==> src/rtl/hazard_ctrl.sv <==
// Pipeline hazard controller: load-use stall, redirect flush and EX operand
// forward selection, driven by a shadow scoreboard of the EX/MEM/WB stages.
module hazard_ctrl (
  input  logic        clk,
  input  logic        rst,
  input  logic        id_valid,
  input  logic [4:0]  id_rs1,
  input  logic [4:0]  id_rs2,
  input  logic        id_rs1_used,
  input  logic        id_rs2_used,
  input  logic [4:0]  id_rd,
  input  logic        id_rf_we,
  input  logic [1:0]  id_wd_sel,
  input  logic        ex_redirect,
  output logic        stall_pc,
  output logic        stall_ifid,
  output logic        flush_ifid,
  output logic        flush_idex,
  output logic [1:0]  fwd_rs1_sel,
  output logic [1:0]  fwd_rs2_sel,
  output logic [31:0] stall_cnt,
  output logic [31:0] flush_cnt
);

  localparam int unsigned REG_W = 5;
  localparam int unsigned CNT_W = 32;

  localparam logic [1:0] WD_LOAD  = 2'b10;
  localparam logic [1:0] FWD_NONE = 2'b00;
  localparam logic [1:0] FWD_EX   = 2'b01;
  localparam logic [1:0] FWD_MEM  = 2'b10;

  typedef struct packed {
    logic             valid;
    logic [REG_W-1:0] rd;
    logic             we;
    logic             is_load;
  } slot_t;

  slot_t ex_q, mem_q, wb_q;
  slot_t id_slot;

  logic       load_use_c;
  logic       redirect_c;
  logic       bubble_c;
  logic [1:0] fwd_rs1_c;
  logic [1:0] fwd_rs2_c;

  // x0 is hardwired, so a slot writing it is never a producer
  function automatic logic is_writer(input slot_t s);
    return s.valid && s.we && (s.rd != REG_W'(0));
  endfunction

  // Nearest producer wins; a load in EX has no data yet and cannot forward
  function automatic logic [1:0] fwd_sel(input logic [REG_W-1:0] rs,
                                         input slot_t ex, input slot_t mem);
    if (is_writer(ex) && !ex.is_load && (ex.rd == rs))
      return FWD_EX;
    else if (is_writer(mem) && (mem.rd == rs))
      return FWD_MEM;
    else
      return FWD_NONE;
  endfunction

  always_comb begin
    id_slot    = '{valid: id_valid, rd: id_rd, we: id_rf_we,
                   is_load: (id_wd_sel == WD_LOAD)};
    redirect_c = !rst && ex_redirect;
    load_use_c = !rst && id_valid && is_writer(ex_q) && ex_q.is_load &&
                 ((id_rs1_used && (id_rs1 == ex_q.rd)) ||
                  (id_rs2_used && (id_rs2 == ex_q.rd)));
    bubble_c   = redirect_c || load_use_c;
    fwd_rs1_c  = fwd_sel(id_rs1, ex_q, mem_q);
    fwd_rs2_c  = fwd_sel(id_rs2, ex_q, mem_q);
  end

  // Redirect overrides load-use: the stalled instruction is squashed anyway
  assign stall_pc   = load_use_c && !redirect_c;
  assign stall_ifid = load_use_c && !redirect_c;
  assign flush_ifid = redirect_c;
  assign flush_idex = bubble_c;

  always_ff @(posedge clk) begin
    if (rst) begin
      ex_q        <= '0;
      mem_q       <= '0;
      wb_q        <= '0;
      fwd_rs1_sel <= FWD_NONE;
      fwd_rs2_sel <= FWD_NONE;
      stall_cnt   <= '0;
      flush_cnt   <= '0;
    end else begin
      wb_q  <= mem_q;
      mem_q <= ex_q;
      if (bubble_c) begin
        ex_q        <= '0;
        fwd_rs1_sel <= FWD_NONE;
        fwd_rs2_sel <= FWD_NONE;
      end else begin
        ex_q        <= id_slot;
        fwd_rs1_sel <= fwd_rs1_c;
        fwd_rs2_sel <= fwd_rs2_c;
      end
      if (stall_pc)
        stall_cnt <= stall_cnt + CNT_W'(1);
      if (redirect_c)
        flush_cnt <= flush_cnt + CNT_W'(1);
    end
  end

endmodule

==> config.mk <==
export PLATFORM = sky130hd
export DESIGN_NAME = hazard_ctrl
export DESIGN_NICKNAME = d
export VERILOG_FILES = /design/src/rtl/hazard_ctrl.sv
export SDC_FILE = /design/constraint.sdc
export NUM_CORES = 1
export LEC_CHECK = 0
export CAP_MARGIN = 5
export CORE_MARGIN = 3
export CORE_UTILIZATION = 40
export CTS_CLUSTER_DIAMETER = 200
export DETAILED_ROUTE_END_ITERATION = 6
export GPL_TIMING_DRIVEN = 0
export PLACE_DENSITY = 0.67
export SLEW_MARGIN = 25
export SYNTH_ARGS = -nofsm -noshare
export SYNTH_HDL_FRONTEND = slang
export SYNTH_SLANG_ARGS = --single-unit
export TNS_END_PERCENT = 20
==> constraint.sdc <==
create_clock -name clk -period 6.68 [get_ports clk]
set_clock_uncertainty 0.15 [all_clocks]
set_input_delay 1.336 -clock clk [delete_from_list [all_inputs] [get_ports clk]]
set_output_delay 1.336 -clock clk [all_outputs]
set_load 0.005 [all_outputs]
== Yosys cells after proc, flatten, opt, wreduce, memory -nomap -nowiden ==
Index checks and enable logic that the tools add are counted.
Cells by class
  add/subtract/negate cells: 2
  $mul: 0
  div/mod/pow operators: 0
  magnitude comparators: 0
  equality and inequality tests: 7
  shift-type cells: 0
  muxes and demuxes: 4
  bitwise logic cells: 0
  reduce and logical (&&, ||, !) cells: 27
Operators with widths (count)
  adder 32 x 1 -> 32 bit (second input constant): 2
  == test 5 bit: 6
  logical AND 1 bit: 17
  nonzero test 5 bit: 2
  OR reduction 3 bit: 2
  2-to-1 mux 2 bit: 2
  logical NOT 1 bit: 3
  == test 2 bit (second input constant): 1
  logical OR 1 bit: 2
  2-to-1 mux 1 bit: 2
  OR reduction 2 bit: 1
Storage, ports and cells
  register bits: 83
  latch bits: 0
  RAM bits: 0
  ROM bits: 0
  logic and storage cells: 53
  memories kept: 0

== Depth between registers and ports, before layout ==
  word-level depth: 7
  gate-level depth with buffers: 7
  mapped depth without buffers: 6

== Worst setup path before layout ==
OpenSTA, ideal clock, no wires.
  path type: input port to output port
  start: input port id_rs1[2]
  end: output port stall_pc
  arrival time: 2445 ps
  data required time: 5194 ps
  slack: 2749 ps
  stages on the path: 7
  cell sequence: xnor2_1 nand3_1 o22a_1 clkbuf_1 buf_2 nor2_1 buf_4
On the way
  cells in the longest elaborated chain, start to end: 5
Ends and longest elaborated chain
  start: declaration: line 7  | input logic [4:0] id_rs1,
  == test 5 bit: line 70  | ((id_rs1_used && (id_rs1 == ex_q.rd)) ||
  logical AND 1 bit: line 70
  logical OR 1 bit: line 70
  logical AND 1 bit: line 69  | load_use_c = !rst && id_valid && is_writer(ex_q) && ex_q.is_load &&
  logical AND 1 bit
  end: declaration: line 15  | output logic stall_pc,
No other way between the ends.

== Final worst setup path ==
  start: input port id_rs1[0]
  end: output port stall_pc
On the way
  cells in the longest elaborated chain, start to end: 5
Ends and longest elaborated chain
  == test 5 bit: line 70
  logical AND 1 bit: line 70
  logical OR 1 bit: line 70
  logical AND 1 bit: line 69
  logical AND 1 bit: line 78  | assign stall_pc = load_use_c && !redirect_c;
No other way between the ends.

==> summary.md <==
| Metric | Value |
|---|---|
| Fmax achieved | `192 MHz` |
| GRT Total Usage | `19.3%` |
| CTS Buffer Depth | `2` |
| Req. time, crit path | `5190 ps` |
| Number of remaining DRC errors | `0` |
| Placed insts | `684` |
| Least-Margin Pin Slew | `490 ps` |
| Core Area | `9460 µm²` |
| Initial antenna violation count | `0` |
| Pins Over Slew Limit | `0` |
| Cell variety after synth | `45` |
| Final ANT Viol Nets | `0` |
| Grt ovf | `0` |
| Setup bufs post-CTS | `0` |
| H-tree levels | `3` |
| Layout area overhead | `33.5%` |
| WHS Path Cells | `1` |
| Setup ws final | `1480 ps` |
| Top FF cell, synth | `dfxtp_1` |
| Critical-path cell list | `clkdlybuf4s50_1 -> xnor2_1 -> nand3_1 -> o22a_1 -> clkbuf_1 -> buf_2 -> nor2_1 -> buf_4 -> clkdlybuf4s50_1` |
| Crit Reg-Reg Endpoint | `stall_cnt[26]$_SDFFE_PP0P_` |
| CTS clock-pin slew for the worst setup and hold paths | `80 ps` |
| Vias in the first global route | `3666` |
| Reg2Reg Setup Slack | `4360 ps` |
| Standard-cell rows | `35` |
| WP data arrival | `3720 ps` |
| Initial Util | `42.2%` |
| RSZ-0062 raised after global routing | `no` |
| Hold Crit Class | `reg2reg` |
| Num CTS Buffers | `9` |
| Ys Warns | `0` |
| DRT iter0 DRCs | `139` |
| CP max FO | `10` |
| Max-Cap Viols | `0` |
| Synth Cell Area | `3990 µm²` |
| Most frequent CP cell | `clkdlybuf4s50_1` |
| Top Family by Delay on Critical Path | `buffers and inverters` |
| Fin. Hold Viols | `0` |
| CP Depth | `9` |
| Die width | `106 µm` |
| Hold buffers post-CTS | `0` |
| Reg2reg path depth | `6` |
| Hold Path Sink | `mem_q[7]$_SDFF_PP0_` |
| Share of cells above drive strength 1 | `5.95%` |
| Vias per cell | `5.45` |
| Clock sink count | `83` |
| Slew margin rel. | `67.4%` |
| Lkg Pwr | `1.68 nW` |
| Final setup fails | `0` |
| N_diodes | `0` |
| Nature of the critical path endpoint | `output pin` |
| Post-Syn Instances | `460` |
| WP buf/inv | `5` |
| Avg Inst Size Synth | `8.67 µm²` |
| Post_cts resized | `0` |
| Routed WL | `10.6 mm` |
| Gpl congestion | `0.882` |
| Die Ht | `106 µm` |
| Seq/Total Area, Yosys | `41.7%` |
| Die area | `11200 µm²` |
| Port-buffer cells | `95` |
| Async SR Flop Fraction | `0%` |
| Total power | `0.000966 W` |
| First-pass GRT wire length | `17.9 mm` |
| Crit-path slowest cell | `clkdlybuf4s50_1` |
| Largest net degree at the start of global routing | `16` |
| DR vias | `3817` |
| Critical Path Start | `id_rs1[0]` |
| Power Density | `181 nW/µm²` |
| Placed Instance Area | `5100 µm²` |
| DPL Wire Length | `8.02 mm` |
| Pre-antenna DRT Iters | `4` |
| Clock latency on the worst-skew pair | `360 ps` |
| R2R Path Start | `stall_cnt[0]$_SDFFE_PP0P_` |
| Status | `completed` |
| Crit start category | `input pin` |
| CTS tree | `done` |
| Hold path startpoint | `ex_q[7]$_SDFF_PP0_` |
| Nets | `592` |
| Largest stage delay, worst path | `520 ps` |
| Min Tclk post-route | `5200 ps` |
| VDD IR-drop max | `0.111 mV` |
| Post-route setup TNS | `0 ps` |
| Post-synthesis net count | `486` |
| I/O pins | `96` |
| Fin crit share | `77.9%` |
| Post-route cell area | `5320 µm²` |
| Critical path class | `in2out` |
| Root Driver | `clkbuf_8` |
| #FFs+latches synth | `83` |
| Wirelength per Cell | `15.2 µm` |
| Setup slack after placement | `1450 ps` |
| Number of flops mapped to enable cells by yosys | `0` |
| Final Non-Filler Cells | `700` |
-- cell usage after synthesis, types with 2 or more instances --
cell	count	area share [%]
nor4_1	10	1.6
nor3_1	15	1.9
and3_1	7	1.1
nor2b_1	10	1.6
o21ai_0	7	0.88
and4_1	7	1.5
nand2_1	24	2.3
nor4_4	2	1.1
buf_2	6	0.75
or4_1	28	5.3
nand2_2	3	0.47
and2_1	9	1.4
nor2_1	38	3.6
o31ai_1	27	5.1
o211ai_1	2	0.38
buf_4	2	0.38
dfxtp_1	83	42
inv_1	10	0.94
nand3_1	29	3.6
or3_1	6	0.94
a21oi_1	34	4.3
xnor2_1	33	7.2
ha_1	2	0.63
nand4_1	18	2.8
xor2_1	14	3.1
clkbuf_1	15	1.4
-- cell usage in the layout, fill, tap and decap left out, drive strengths merged, types with 2 or more instances in the layout --
| cell type | instances |
|---|---|
| ha | 2 |
| nor2 | 38 |
| xnor2 | 33 |
| nand2 | 27 |
| bufinv | 2 |
| o31ai | 27 |
| buf | 9 |
| dfxtp | 83 |
| nor2b | 10 |
| or3 | 6 |
| nor4 | 12 |
| o21ai | 8 |
| clkdlybuf4s50 | 95 |
| nand4 | 18 |
| nand3 | 30 |
| o211ai | 2 |
| and2 | 9 |
| or4 | 28 |
| a21oi | 34 |
| clkbuf | 24 |
| clkinv | 2 |
| xor2 | 14 |
| and3 | 7 |
| o21ba | 2 |
| and4 | 7 |
| inv | 13 |
| nor3 | 15 |
-- per-stage QoR --
step / utilization, % / hold WS [ps]
after floorplan: - / 303
after global placement: 53.9 / 318
after detailed placement: 53.9 / 320
after CTS: 56.3 / 344
after global routing: 56.3 / 356
final: 56.3 / 343
-- per-layer routing --
layer | share of wire, % | global-route usage (%)
met4 | 0.70 | 3.70
met2 | 47 | 31.4
met1 | 44 | 24.5
met5 | 0 | 0
met3 | 8.2 | 7.59
-- flip-flops by register name, indices dropped and copies added, names as in the netlist --
| signal | cells |
|---|---|
| flush_cnt | 32 |
| fwd_rs1_sel | 2 |
| fwd_rs2_sel | 2 |
| mem_q | 7 |
| ex_q | 8 |
| stall_cnt | 32 |
-- logic make-up (layout without fill, tap and decap cells) --
| family | count (synthesis) | in the layout | share of synthesized area [%] |
|---|---|---|---|
| compound gates | 78 | 78 | 12.4 |
| xor+xnor | 47 | 47 | 10.3 |
| fa+ha+maj | 2 | 2 | 0.627 |
| buf+inv | 35 | 146 | 3.67 |
| flops | 83 | 83 | 41.7 |
| mux | 2 | 2 | 0.533 |
| simple gates | 213 | 213 | 30.8 |
-- worst register-to-register path: cells and delay by family, from the launching register on --
kind,cells,cell delay (ps)
flip-flops,1,420
AO/OA/AOI/OAI,1,160
AND/OR/NAND/NOR,4,1330
adder cells (fa/ha/maj),1,190
-- area by class of cell --
cell class                 count  area (µm²)
buffer                        24         105
clock buffer                   9         124
tap                          129         161
clock inverter                 7        98.8
timing repair buffer          95         951
fill                         924        4140
multi-input combinational    342        2180
inverter                      11        41.3
sequential                    83        1660
-- where the power goes --
group / internal [W] / leakage, nW / switching, W
combinational: 0.0000287 / 0.895 / 0.0000276
clock: 0.000213 / 0.110 / 0.000192
sequential: 0.000499 / 0.670 / 0.00000539
total: 0.000741 / 1.68 / 0.000225
-- how the worst max path moves through the flow --
| stage | slack, ps | end |
|---|---|---|
| 2_1_floorplan | 2750 | stall_pc |
| 3_3_place_gp | 1480 | stall_pc |
| 3_5_place_dp | 1450 | stall_pc |
| 4_1_cts | 1450 | stall_pc |
| 5_1_grt | 1360 | stall_pc |
| 6_report | 1480 | stall_pc |
(Power assumes the default switching activity.)
